--- src/rtl/multi_channel_stream_cipher_if.sv ---
// Valid/ready word stream carrying one bit per cipher channel.
//   valid : word valid, driven by the producer
//   ready : consumer accepts the word this cycle
//   data  : N_CH-bit word, bit c belongs to channel c
// Modports: master = producer side, slave = consumer side.
interface multi_channel_stream_cipher_if #(
  parameter int unsigned N_CH = 2
);
  logic            valid;
  logic            ready;
  logic [N_CH-1:0] data;

  modport master (output valid, output data, input ready);
  modport slave  (input valid, input data, output ready);
endinterface

--- src/rtl/multi_channel_stream_cipher.sv ---
// N_CH-channel XOR stream cipher. Each channel owns a W-bit Galois LFSR keystream with its own
// taps, seed and bypass bit, all loaded through one daisy-chainable serial config shift chain.
// Data moves through a valid/ready handshake with a 1-entry registered output stage.
//
// Ports:
//   clk, rst   : clock, synchronous active-high reset
//   cfg_en     : config shift mode; the data path is frozen while high
//   cfg_i      : serial config in, enters at the chain MSB
//   cfg_o      : chain LSB while cfg_en, else 0 (daisy-chain to the next block)
//   cfg_done   : one-cycle pulse once a full chain has been shifted and seeds loaded
//   in_if      : input word stream (slave)
//   out_if     : ciphered word stream (master), latency 1 cycle
//   heartbeat  : liveness indicator
//
// Optional feature macro: CIPHER_HEARTBEAT_EN builds a free-running HB_BITS counter whose top
// three bits drive heartbeat; without it heartbeat is tied to 0.
module multi_channel_stream_cipher #(
  parameter int unsigned N_CH     = 2,
  parameter int unsigned W        = 32,
  parameter logic [31:0] TAPS_DEF = 32'h4800_0000,
  parameter logic [31:0] SEED_DEF = 32'h0000_0055,
  parameter int unsigned HB_BITS  = 16
) (
  input  logic                          clk,
  input  logic                          rst,
  input  logic                          cfg_en,
  input  logic                          cfg_i,
  output logic                          cfg_o,
  output logic                          cfg_done,
  multi_channel_stream_cipher_if.slave  in_if,
  multi_channel_stream_cipher_if.master out_if,
  output logic [2:0]                    heartbeat
);

  localparam int unsigned ChLen  = 2 * W + 1;
  localparam int unsigned CfgLen = N_CH * ChLen;
  localparam int unsigned CntW   = $clog2(CfgLen + 1);

  // An all-zero seed would lock the LFSR, so it loads as 1.
  localparam logic [W-1:0]      SeedRst  = (SEED_DEF[W-1:0] == '0) ? W'(1) : SEED_DEF[W-1:0];
  localparam logic [ChLen-1:0]  ChRst    = {1'b0, TAPS_DEF[W-1:0], SEED_DEF[W-1:0]};
  localparam logic [CfgLen-1:0] ChainRst = {N_CH{ChRst}};

  if (N_CH < 1 || N_CH > 8 || W < 8 || W > 32 || HB_BITS < 4) begin : gen_param_check
    $error("multi_channel_stream_cipher: parameter out of range");
  end

  // Per-channel field layout inside the chain: {bypass, taps, seed}.
  function automatic logic [W-1:0] ch_seed(logic [CfgLen-1:0] chain, int unsigned c);
    return chain[c*ChLen +: W];
  endfunction

  function automatic logic [W-1:0] ch_taps(logic [CfgLen-1:0] chain, int unsigned c);
    return chain[c*ChLen + W +: W];
  endfunction

  function automatic logic ch_bypass(logic [CfgLen-1:0] chain, int unsigned c);
    return chain[c*ChLen + 2*W];
  endfunction

  logic [CfgLen-1:0]         chain_q, chain_d;
  logic [CntW-1:0]           cnt_q, cnt_d;
  logic                      done_q, done_d;
  logic [N_CH-1:0][W-1:0]    state_q, state_d;
  logic                      out_valid_q, out_valid_d;
  logic [N_CH-1:0]           out_data_q, out_data_d;
  logic                      in_ready;
  logic                      accept;

  // Config chain and shift counter. done_d marks the CFG_LEN-th consecutive shift; seeds are
  // taken from chain_d so states and cfg_done update on the same edge.
  always_comb begin
    chain_d = chain_q;
    cnt_d   = '0;
    done_d  = 1'b0;
    if (cfg_en) begin
      chain_d = {cfg_i, chain_q[CfgLen-1:1]};
      if (cnt_q == CntW'(CfgLen - 1)) begin
        done_d = 1'b1;
      end else begin
        cnt_d = cnt_q + CntW'(1);
      end
    end
  end

  assign in_ready = !cfg_en && (!out_valid_q || out_if.ready);
  assign accept   = in_if.valid && in_ready;

  // Keystream and output stage. Seed load needs cfg_en and accept needs !cfg_en, so the two
  // never collide.
  always_comb begin
    state_d     = state_q;
    out_valid_d = out_valid_q;
    out_data_d  = out_data_q;
    if (done_d) begin
      for (int unsigned c = 0; c < N_CH; c++) begin
        state_d[c] = (ch_seed(chain_d, c) == '0) ? W'(1) : ch_seed(chain_d, c);
      end
    end else if (accept) begin
      out_valid_d = 1'b1;
      for (int unsigned c = 0; c < N_CH; c++) begin
        state_d[c]    = (state_q[c] >> 1) ^ (state_q[c][0] ? ch_taps(chain_q, c) : '0);
        out_data_d[c] = ch_bypass(chain_q, c) ? in_if.data[c] : (in_if.data[c] ^ state_q[c][0]);
      end
    end else if (out_if.ready) begin
      out_valid_d = 1'b0;
    end
  end

  always_ff @(posedge clk) begin
    if (rst) begin
      chain_q     <= ChainRst;
      cnt_q       <= '0;
      done_q      <= 1'b0;
      state_q     <= {N_CH{SeedRst}};
      out_valid_q <= 1'b0;
      out_data_q  <= '0;
    end else begin
      chain_q     <= chain_d;
      cnt_q       <= cnt_d;
      done_q      <= done_d;
      state_q     <= state_d;
      out_valid_q <= out_valid_d;
      out_data_q  <= out_data_d;
    end
  end

  assign cfg_o        = cfg_en & chain_q[0];
  assign cfg_done     = done_q;
  assign in_if.ready  = in_ready;
  assign out_if.valid = out_valid_q;
  assign out_if.data  = out_data_q;

`ifdef CIPHER_HEARTBEAT_EN
  logic [HB_BITS-1:0] hb_cnt_q, hb_cnt_d;

  always_comb begin
    hb_cnt_d = hb_cnt_q + HB_BITS'(1);
  end

  always_ff @(posedge clk) begin
    if (rst) begin
      hb_cnt_q <= '0;
    end else begin
      hb_cnt_q <= hb_cnt_d;
    end
  end

  assign heartbeat = hb_cnt_q[HB_BITS-1 -: 3];
`else
  assign heartbeat = 3'b000;
`endif

endmodule

--- src/flat_wrapper.sv ---
// flat-port wrapper written by rule: the top's interface ports become plain ports
module multi_channel_stream_cipher_flat 
#(
  parameter int unsigned N_CH     = 2,
  parameter int unsigned W        = 32,
  parameter logic [31:0] TAPS_DEF = 32'h4800_0000,
  parameter logic [31:0] SEED_DEF = 32'h0000_0055,
  parameter int unsigned HB_BITS  = 16
)
  (clk, rst, cfg_en, cfg_i, cfg_o, cfg_done, heartbeat, in_if_valid, in_if_data, in_if_ready, out_if_valid, out_if_data, out_if_ready);
  multi_channel_stream_cipher_if #(.N_CH(N_CH)) in_if_i ();
  multi_channel_stream_cipher_if #(.N_CH(N_CH)) out_if_i ();
  input  logic clk;
  input  logic rst;
  input  logic cfg_en;
  input  logic cfg_i;
  output logic cfg_o;
  output logic cfg_done;
  output logic [2:0] heartbeat;
  input wire logic [$bits(in_if_i.valid)-1:0] in_if_valid;
  input wire logic [$bits(in_if_i.data)-1:0] in_if_data;
  output wire logic [$bits(in_if_i.ready)-1:0] in_if_ready;
  output wire logic [$bits(out_if_i.valid)-1:0] out_if_valid;
  output wire logic [$bits(out_if_i.data)-1:0] out_if_data;
  input wire logic [$bits(out_if_i.ready)-1:0] out_if_ready;
  assign in_if_i.valid = in_if_valid;
  assign in_if_i.data = in_if_data;
  assign in_if_ready = in_if_i.ready;
  assign out_if_valid = out_if_i.valid;
  assign out_if_data = out_if_i.data;
  assign out_if_i.ready = out_if_ready;
  multi_channel_stream_cipher #(.N_CH(N_CH), .W(W), .TAPS_DEF(TAPS_DEF), .SEED_DEF(SEED_DEF), .HB_BITS(HB_BITS)) u_core (.clk(clk), .rst(rst), .cfg_en(cfg_en), .cfg_i(cfg_i), .cfg_o(cfg_o), .cfg_done(cfg_done), .in_if(in_if_i), .out_if(out_if_i), .heartbeat(heartbeat));
endmodule
--- config.mk ---
export PLATFORM = sky130hd
export DESIGN_NAME = multi_channel_stream_cipher_flat
export DESIGN_NICKNAME = d
export VERILOG_FILES = /design/src/rtl/multi_channel_stream_cipher_if.sv /design/src/rtl/multi_channel_stream_cipher.sv /design/src/flat_wrapper.sv
export SDC_FILE = /design/constraint.sdc
export NUM_CORES = 1
export LEC_CHECK = 0
export CORE_MARGIN = 2
export CORE_UTILIZATION = 52
export CTS_BUF_LIST = sky130_fd_sc_hd__clkbuf_16
export DETAILED_ROUTE_END_ITERATION = 6
export PLACE_DENSITY = 0.68
export SYNTH_ARGS = -nofsm -noshare
export SYNTH_HDL_FRONTEND = slang
export SYNTH_SLANG_ARGS = --single-unit
--- constraint.sdc ---
create_clock -name clk -period 2.9 [get_ports clk]
set_clock_uncertainty 0.05 [all_clocks]
set_input_delay 0.58 -clock clk [delete_from_list [all_inputs] [get_ports clk]]
set_output_delay 0.58 -clock clk [all_outputs]
set_load 0.005 [all_outputs]
==> results of run 1 <==
==> worst max-delay path: stages <==
cell and delay, ps:
clkdlybuf4s50_1 480, nor2b_2 260, nor2_1 60, clkdlybuf4s50_1 440
==> through the flow <==
stage	setup WS [ps]	hold WS, ps	power, mW
3_5_place_dp	441.3	405.4	3.600
3_3_place_gp	431.1	395.1	3.590
4_1_cts	446.1	418.8	6.149
2_1_floorplan	759.0	379.5	3.467
5_1_grt	381.8	449.0	6.352
6_report	448.1	414.9	6.109
==> cell families (layout without fill, tap and decap cells) <==
family	after synthesis	count (layout)	synth area share
compound gates	178	178	0.1328
xor+xnor	68	68	0.06518
fa+ha+maj	2	2	0.002738
buf+inv	109	103	0.05737
flops	206	206	0.4513
mux	128	128	0.1402
other cells	1	3	0.0004104
simple gates	330	330	0.1499
==> layout by cell type, fill, tap and decap left out, drive strengths merged, types with 24 or more instances in the layout <==
cell / instances
xnor2: 51
dfxtp: 206
buf: 27
mux2i: 128
nor2: 142
nand2: 132
a211o: 31
inv: 30
clkbuf: 24
a21oi: 57
a31oi: 32
==> where the power goes <==
group          total [mW]  switching (mW)  internal (mW)
clock network        2.57            1.13           1.43
logic               0.550           0.306          0.244
registers            2.99          0.0665           2.93
total                6.11            1.51           4.60
==> cell type report <==
cell class              instances  area (µm²)  share of cell area
flip-flops and latches        206        4124              0.4113
clock inverters                18       80.08            0.007987
inverters                      23       86.33            0.008611
clock buffers                  23       575.6             0.05741
well taps                     225       281.5             0.02808
multi-input cells             709        4511              0.4499
repair buffers                 39       367.9             0.03669
==> registers in the layout, indices dropped and copies added (netlist names) <==
name / cells
u_core.out_if.valid: 1
u_core.cnt_q: 8
u_core.state_q: 64
u_core.chain_q: 130
u_core.out_if.data: 2
u_core.cfg_done: 1
==> path summary, 6_finish.rpt <==
path,startpoint,to,slack (ps),cells past startpoint
setup / recovery,out_if_ready,in_if_ready,450,4
hold / removal,u_core.cnt_q[0],u_core.cnt_q[0],410,1
setup reg to reg,u_core.cnt_q[0],u_core.state_q[62],1000,6
hold reg to reg,u_core.cnt_q[0],u_core.cnt_q[0],410,1
==> layer usage <==
layer	vias up	wire [µm]
met4	0	286
met3	27	934
met2	133	9108
met5	-	0
li1	3477	-
met1	3338	9864
==> impl_metrics.yaml, run 1 <==
timing:
  slew_headroom: 0.5601
  setup_violations: 0
  tightest_slew_ps: 659.9
  finalSetupTns_ps: 0
  period_minus_slack_ps: 2452
  hold_viol: 0
  slew_viol_final: 0
  finalCritPeriodShare: 0.8455
  fmax_mhz: 407.8
  rsz0062_at_grt: "no"
synthesis:
  syn_area_um2: 9138
  synth_top_cell_area_share: 0.4513
  ys_async_sr_fraction: 0
  synth_area_leaders: "dfxtp_1 (45%), mux2i_1 (14%), nor2_1 (5.8%), nand2_1 (5.4%), xnor2_1 (4.9%)"
  yosysMostFrequentCell: "dfxtp_1"
  netlist_instances: 1022
  yosysTopAreaCell: "dfxtp_1"
  synthTopCellsByCount: "dfxtp_1 (206), nor2_1 (142), nand2_1 (132)"
  syn_area_per_cell_um2: 8.941
  ys_seq_elements: 206
  synth-main-ff-cell: "dfxtp_1"
  synth_cell_types: 42
  synth-edff-count: 0
  yosysSeqAreaShare: 0.4513
  yosysWarnings: 0
grt:
  use_met2: 0.3442
  use_met3: 0.03074
  track_usage: 0.2217
  grt_max_degree: 86
  grt-busiest-layer: "met2"
  grt_antenna_before_repair: 0
  grt_pass1_vias: 6539
  overflow: 0
  gr-usage-met1: 0.3273
  grt_pass1_wl_mm: 33.91
detailed_routing:
  ant_nets: 0
  drc: 0
  drt_pass1_iterations: 5
  dr_total_vias: 6975
  drt_iter0_drc: 611
  wl_mm: 20.19
  wl_per_cell_um: 16.25
  avgViaCountPerCell: 5.611
cells_and_area:
  drive_above_1_share: 0.05992
  final_area_um2: 10030
  nFillCells: 1551
  fin_cells: 1243
  area.growth.synth_to_final_pct: 9.722
  diodes: 0
  final_core_util: 0.5817
  final_nets: 1012
floorplan:
  pin_count: 17
  dieWidth_um: 136.6
  num_rows: 48
  initial_core_util: 0.5301
  core_area_um2: 17240
  die_area_um2: 18650
  die_h_um: 136.6
cts:
  clk_latency_ps: 520
  cts_setup_buffers: 0
  cts_sinks: 206
  cts_buffers: 23
  cts-htree-levels: 1
  hold_buffers: 0
  cts_root_buf: "clkbuf_16"
  path_clk_slew_ps: 50
  cts_tree: "built"
  cts.repair.resized: 0
  clk_path_buf_depth: 3
power_and_ir_drop:
  power_density_nw_per_um2: 609.3
  p_leak_nw: 3.962
  irDropWorstVdd_mv: 0.4415
placement:
  dpl_cell_area_um2: 9370
  dp.cells: 1202
  place_hpwl_mm: 11.91
  portBuffers: 13
  gp_congestion: 0.7721
hold_path:
  holdCritPathClass: "reg -> reg"
setup_path:
  crit_fanout: 3
  critPathArrivalTime_ps: 1820
  path_class: "in -> out"
  cp-start-kind: "input port"
  critPathCaptureType: "output pin"
  required_ps: 2270
job:
  cap_viol_max_count: 0
outcome:
  outcome: "finished clean"
Note: power is estimated with default switching activity, not from simulation.
==> run 2: changes to the inputs <==
==> constraint.sdc (replaced) <==
create_clock -name clk -period 2.4 [get_ports clk]
set_clock_uncertainty 0.05 [all_clocks]
set_input_delay 0.48 -clock clk [delete_from_list [all_inputs] [get_ports clk]]
set_output_delay 0.48 -clock clk [all_outputs]
set_load 0.005 [all_outputs]
==> run 2 against run 1 <==
  * Cell area increased by 1.2%
  * Die area unchanged
  * Combinational power increased by 24%
  * Critical path type unchanged
  * Largest power group unchanged
==> impl_metrics.yaml, run 2 (same netlist as run 1, synthesis figures left out) <==
outcome:
  outcome: "finished clean"
setup_path:
  reg2reg_slack_ps: 480
  timing.rr.end: "u_core.state_q[53]"
  cp_top_family: "buffers and inverters"
  path_buf_inv: 2
  path_class: "in -> out"
  critPathCaptureType: "output pin"
  slowest_delay_ps: 530
  path_cells: "clkdlybuf4s50_1 -> nor2b_2 -> nor2_1 -> clkdlybuf4s50_1"
  path_common_cell: "clkdlybuf4s50_1"
  crit_slowest_cell: "clkdlybuf4s50_1"
  critPathArrivalTime_ps: 1700
  required_ps: 1870
  cp-start-kind: "input port"
  crit_fanout: 2
  rr_worst_depth: 6
  reg2reg_from: "u_core.cnt_q[0]"
cts:
  clk_path_buf_depth: 3
  path_clk_slew_ps: 60
  cts_buffers: 23
  cts_setup_buffers: 0
  cts_root_buf: "clkbuf_16"
  cts.repair.resized: 0
  cts_tree: "built"
  hold_buffers: 0
  cts-htree-levels: 1
  cts_sinks: 206
  clk_latency_ps: 500
timing:
  finalCritPeriodShare: 0.9311
  slew_viol_final: 0
  rsz0062_at_grt: "no"
  period_minus_slack_ps: 2235
  setup_violations: 0
  slew_headroom: 0.6585
  hold_viol: 0
  fmax_mhz: 447.5
  finalSetupTns_ps: 0
  tightest_slew_ps: 511.6
cells_and_area:
  final_core_util: 0.5889
  largest_reg_flops: 130
  fin_cells: 1249
  final_area_um2: 10150
  layout_common_cells: "dfxtp_1 (206), nor2_1 (142), nand2_1 (132)"
  diodes: 0
  final_common_cell: "dfxtp_1"
  top_regs: "u_core.chain_q: 130 flops, u_core.state_q: 64 flops, u_core.cnt_q: 8 flops"
  area.growth.synth_to_final_pct: 11.09
  final_nets: 1020
  regMostFlops: "u_core.chain_q"
  drive_above_1_share: 0.06836
floorplan:
  pin_count: 17
  core_area_um2: 17240
  initial_core_util: 0.5301
  dieWidth_um: 136.6
  die_h_um: 136.6
  die_area_um2: 18650
  num_rows: 48
grt:
  grt_pass1_wl_mm: 33.68
  grt_antenna_before_repair: 0
  grt_max_degree: 61
  track_usage: 0.2198
  grt_pass1_vias: 6637
  overflow: 0
power_and_ir_drop:
  total_power_mw: 7.480
  power_density_nw_per_um2: 736.9
  p_leak_nw: 4.031
  irDropWorstVdd_mv: 0.6495
detailed_routing:
  wl_per_cell_um: 16.09
  drt_pass1_iterations: 4
  drt_iter0_drc: 407
  dr_total_vias: 6985
  avgViaCountPerCell: 5.592
  wl_mm: 20.09
  ant_nets: 0
  drc: 0
placement:
  dp.cells: 1210
  place_hpwl_mm: 12.18
  gp_congestion: 0.7735
  portBuffers: 13
  dpl_cell_area_um2: 9480
job:
  cap_viol_max_count: 0
hold_path:
  holdCritPathClass: "in -> reg"
  min_to: "u_core.chain_q[39]"
  min_from: "cfg_en"
  holdPathStages: 3
run 2: cell count changes in the layout (fill, tap and decap cells not counted):
cell / previous run / this run
bufinv_16: 0 / 1
buf_4: 23 / 27
inv_1: 28 / 29
clkinv_2: 2 / 3
clkinv_1: 8 / 4
inv_6: 1 / 0
buf_12: 3 / 7
run 2: per-stage QoR:
stage	hold WS (ps)	setup WS, ps
after global placement	397.0	140.0
after CTS	304.2	162.6
after floorplan	379.5	459.0
after detailed placement	408.6	128.3
final	319.9	165.2
after global routing	323.4	111.6
run 2: cell type report:
cell class                      count  area [µm²]
Tap cell                          225       281.5
Fill cell                        1553        7086
Inverter                           23       86.33
Timing Repair Buffer               47       478.0
Sequential cell                   206        4124
Clock buffer                       23       575.6
Clock inverter                     16       95.09
Multi-Input combinational cell    709        4511
run 2: worst max-delay path by stage:
| stage | from | end | slack, ps | cells after the start |
|---|---|---|---|---|
| global route | out_if_ready | in_if_ready | 110 | 4 |
| CTS | out_if_ready | in_if_ready | 160 | 4 |
| global placement | out_if_ready | u_core.state_q[32] | 140 | 6 |
| finish | out_if_ready | in_if_ready | 170 | 4 |
| floorplan | cfg_en | cfg_o | 460 | 5 |
| detailed placement | out_if_ready | u_core.state_q[32] | 130 | 6 |
run 2: worst register-to-register path, stage by stage, from the launching register on:
cell and delay [ps]:
dfxtp_1 370, ha_1 160, and4bb_1 260, and3_4 450, buf_4 300, a22oi_1 120, a21oi_1 140
run 2: metal layers:
| layer | part of all wire | vias to the layer above | routed length [µm] | global-route usage |
|---|---|---|---|---|
| li1 | - | 3493 | - | - |
| met1 | 0.48 | 3331 | 9687 | 0.3170 |
| met2 | 0.45 | 136 | 8993 | 0.3458 |
| met3 | 0.052 | 25 | 1044 | 0.02926 |
| met4 | 0.018 | 0 | 367 | 0.06019 |
| met5 | 0 | - | 0 | 0 |
run 2: report_power, final:
part           switching [mW]  internal [mW]  total (mW)  leakage [nW]
Combinational           0.370          0.311       0.681          2.00
Clock                    1.35           1.83        3.18         0.357
Sequential             0.0817           3.53        3.62          1.68
==> run 3: changes to the inputs <==
--- a/config.mk
+++ b/config.mk
@@ -6,10 +6,9 @@
 export NUM_CORES = 1
 export LEC_CHECK = 0
 export CORE_MARGIN = 2
-export CORE_UTILIZATION = 52
+export CORE_UTILIZATION = 35
 export CTS_BUF_LIST = sky130_fd_sc_hd__clkbuf_16
 export DETAILED_ROUTE_END_ITERATION = 6
-export PLACE_DENSITY = 0.68
 export SYNTH_ARGS = -nofsm -noshare
 export SYNTH_HDL_FRONTEND = slang
 export SYNTH_SLANG_ARGS = --single-unit
==> run 3 against run 2 <==
  * Via count shrank 0.20%
  * First-iteration DRC count shrank 4.4%
  * Critical path depth grew 1
  * Hold slack lost 160 ps
  * Power shrank 1.3%
  * Clock power shrank 3%
  * Setup slack lost 83 ps
  * Core utilization shrank 19 points
  * Flip-flop and latch count is the same
  * Largest power group unchanged
==> impl_metrics.yaml, run 3 (same netlist as run 1, synthesis figures left out) <==
outcome:
  outcome: "finished clean"
cells_and_area:
  layout_common_cells: "dfxtp_1 (206), nor2_1 (142), nand2_1 (132)"
  final_nets: 1018
  final_common_cell: "dfxtp_1"
  largest_reg_flops: 130
  multi_input_area_um2: 4516
  top_regs: "u_core.chain_q: 130 flops, u_core.state_q: 64 flops, u_core.cnt_q: 8 flops"
  nFillCells: 2586
  final_area_um2: 10270
  area.growth.synth_to_final_pct: 12.41
  regMostFlops: "u_core.chain_q"
  drive_above_1_share: 0.06745
  regArea_um2: 4124
  diodes: 0
floorplan:
  die_area_um2: 27420
  num_rows: 59
  dieWidth_um: 165.6
  pin_count: 17
  initial_core_util: 0.3537
  die_h_um: 165.6
  core_area_um2: 25840
setup_path:
  cp-endpoint: "in_if_ready"
  critPathCaptureType: "output pin"
  cp-start-kind: "input port"
  reg2reg_from: "u_core.cnt_q[0]"
  path_class: "in -> out"
  critPathArrivalTime_ps: 1790
  required_ps: 1870
  timing.rr.end: "u_core.state_q[53]"
  rr_worst_depth: 6
  startpoint: "out_if_ready"
  reg2reg_slack_ps: 540
  crit_fanout: 3
timing:
  finalCritPeriodShare: 0.9657
  slew_viol_final: 0
  rsz0062_at_grt: "no"
  tightest_slew_ps: 704.9
  fmax_mhz: 431.5
  finalSetupTns_ps: 0
  hold_ws_ps: 164.8
  slew_headroom: 0.5301
  hold_viol: 0
  setup_violations: 0
  period_minus_slack_ps: 2318
cts:
  cts_buffers: 23
  cts_sinks: 206
  cts_root_buf: "clkbuf_16"
  path_clk_slew_ps: 60
  cts_tree: "built"
  cts-htree-levels: 1
  clk_path_buf_depth: 3
  clk_latency_ps: 510
grt:
  grt_pass1_wl_mm: 34.95
  track_usage: 0.1554
  overflow: 0
  grt_antenna_before_repair: 0
  grt_pass1_vias: 6633
  grt_max_degree: 96
power_and_ir_drop:
  irDropWorstVdd_mv: 0.4491
  p_leak_nw: 4.004
  total_power_mw: 7.380
  power_density_nw_per_um2: 718.6
placement:
  portBuffers: 13
  dpl_cell_area_um2: 9615
  gp_congestion: 0.7375
  place_hpwl_mm: 12.67
detailed_routing:
  wl_per_cell_um: 15.40
  avgViaCountPerCell: 5.133
  wl_mm: 20.91
  drc: 0
  dr_total_vias: 6971
  drt_pass1_iterations: 5
  ant_nets: 0
  drt_iter0_drc: 389
job:
  cap_viol_max_count: 0
hold_path:
  holdCritPathClass: "in -> reg"
[run 3: routing by layer]
metal,up-vias,track usage,part of all wire
met4,0,0.03840,0.016
met3,23,0.02073,0.038
met1,3350,0.2169,0.48
met5,-,0,0
li1,3483,-,-
met2,115,0.2537,0.46
[run 3: worst min-delay path by stage]
stage | startpoint | end | slack, ps | cells past startpoint
4_1_cts | rst | u_core.out_if.valid | 150 | 2
3_3_place_gp | u_core.cnt_q[0] | u_core.cnt_q[0] | 390 | 1
2_1_floorplan | u_core.cnt_q[0] | u_core.cnt_q[0] | 380 | 1
5_1_grt | rst | u_core.state_q[63] | 160 | 2
6_report | rst | u_core.out_if.valid | 160 | 2
3_5_place_dp | u_core.state_q[2] | u_core.state_q[2] | 400 | 2
[run 3: cell type report]
type                    count  share of cell area
clock inverters            17            0.007309
inverters                  23            0.008405
repair buffers             45             0.04629
well taps                 335             0.04081
clock buffers              23             0.05604
multi-input cells         709              0.4396
flip-flops and latches    206              0.4015
[run 3: power breakdown]
group,total (mW),internal (mW),switching [mW]
Clock,3.09,1.73,1.36
Sequential,3.62,3.53,0.0821
Combinational,0.677,0.308,0.368
Total,7.38,5.57,1.81
[run 3: what timing repair did]
item,4_1_cts,5_1_grt
endpoints found under the hold margin,0,0
hold buffers,0,0
endpoints found under the setup margin,0,1
resized for setup,0,1
buffers inserted,0,0
[run 3: stage by stage]
stage | worst slack (ps) | util | std cells
finish | 82.33 | 0.3975 | 1358
CTS | 47.41 | 0.3973 | 1358
global placement | 50.90 | 0.3722 | 1318
global route | 36.94 | 0.3975 | 1358
floorplan | 459.0 | - | 1024
detailed placement | 59.68 | 0.3722 | 1318
[run 3: critical path, cell delays in order]
cell and delay (ps):
clkdlybuf4s50_1 530, nor2b_4 70, nor2_1 90, buf_4 120
clkdlybuf4s50_1 490
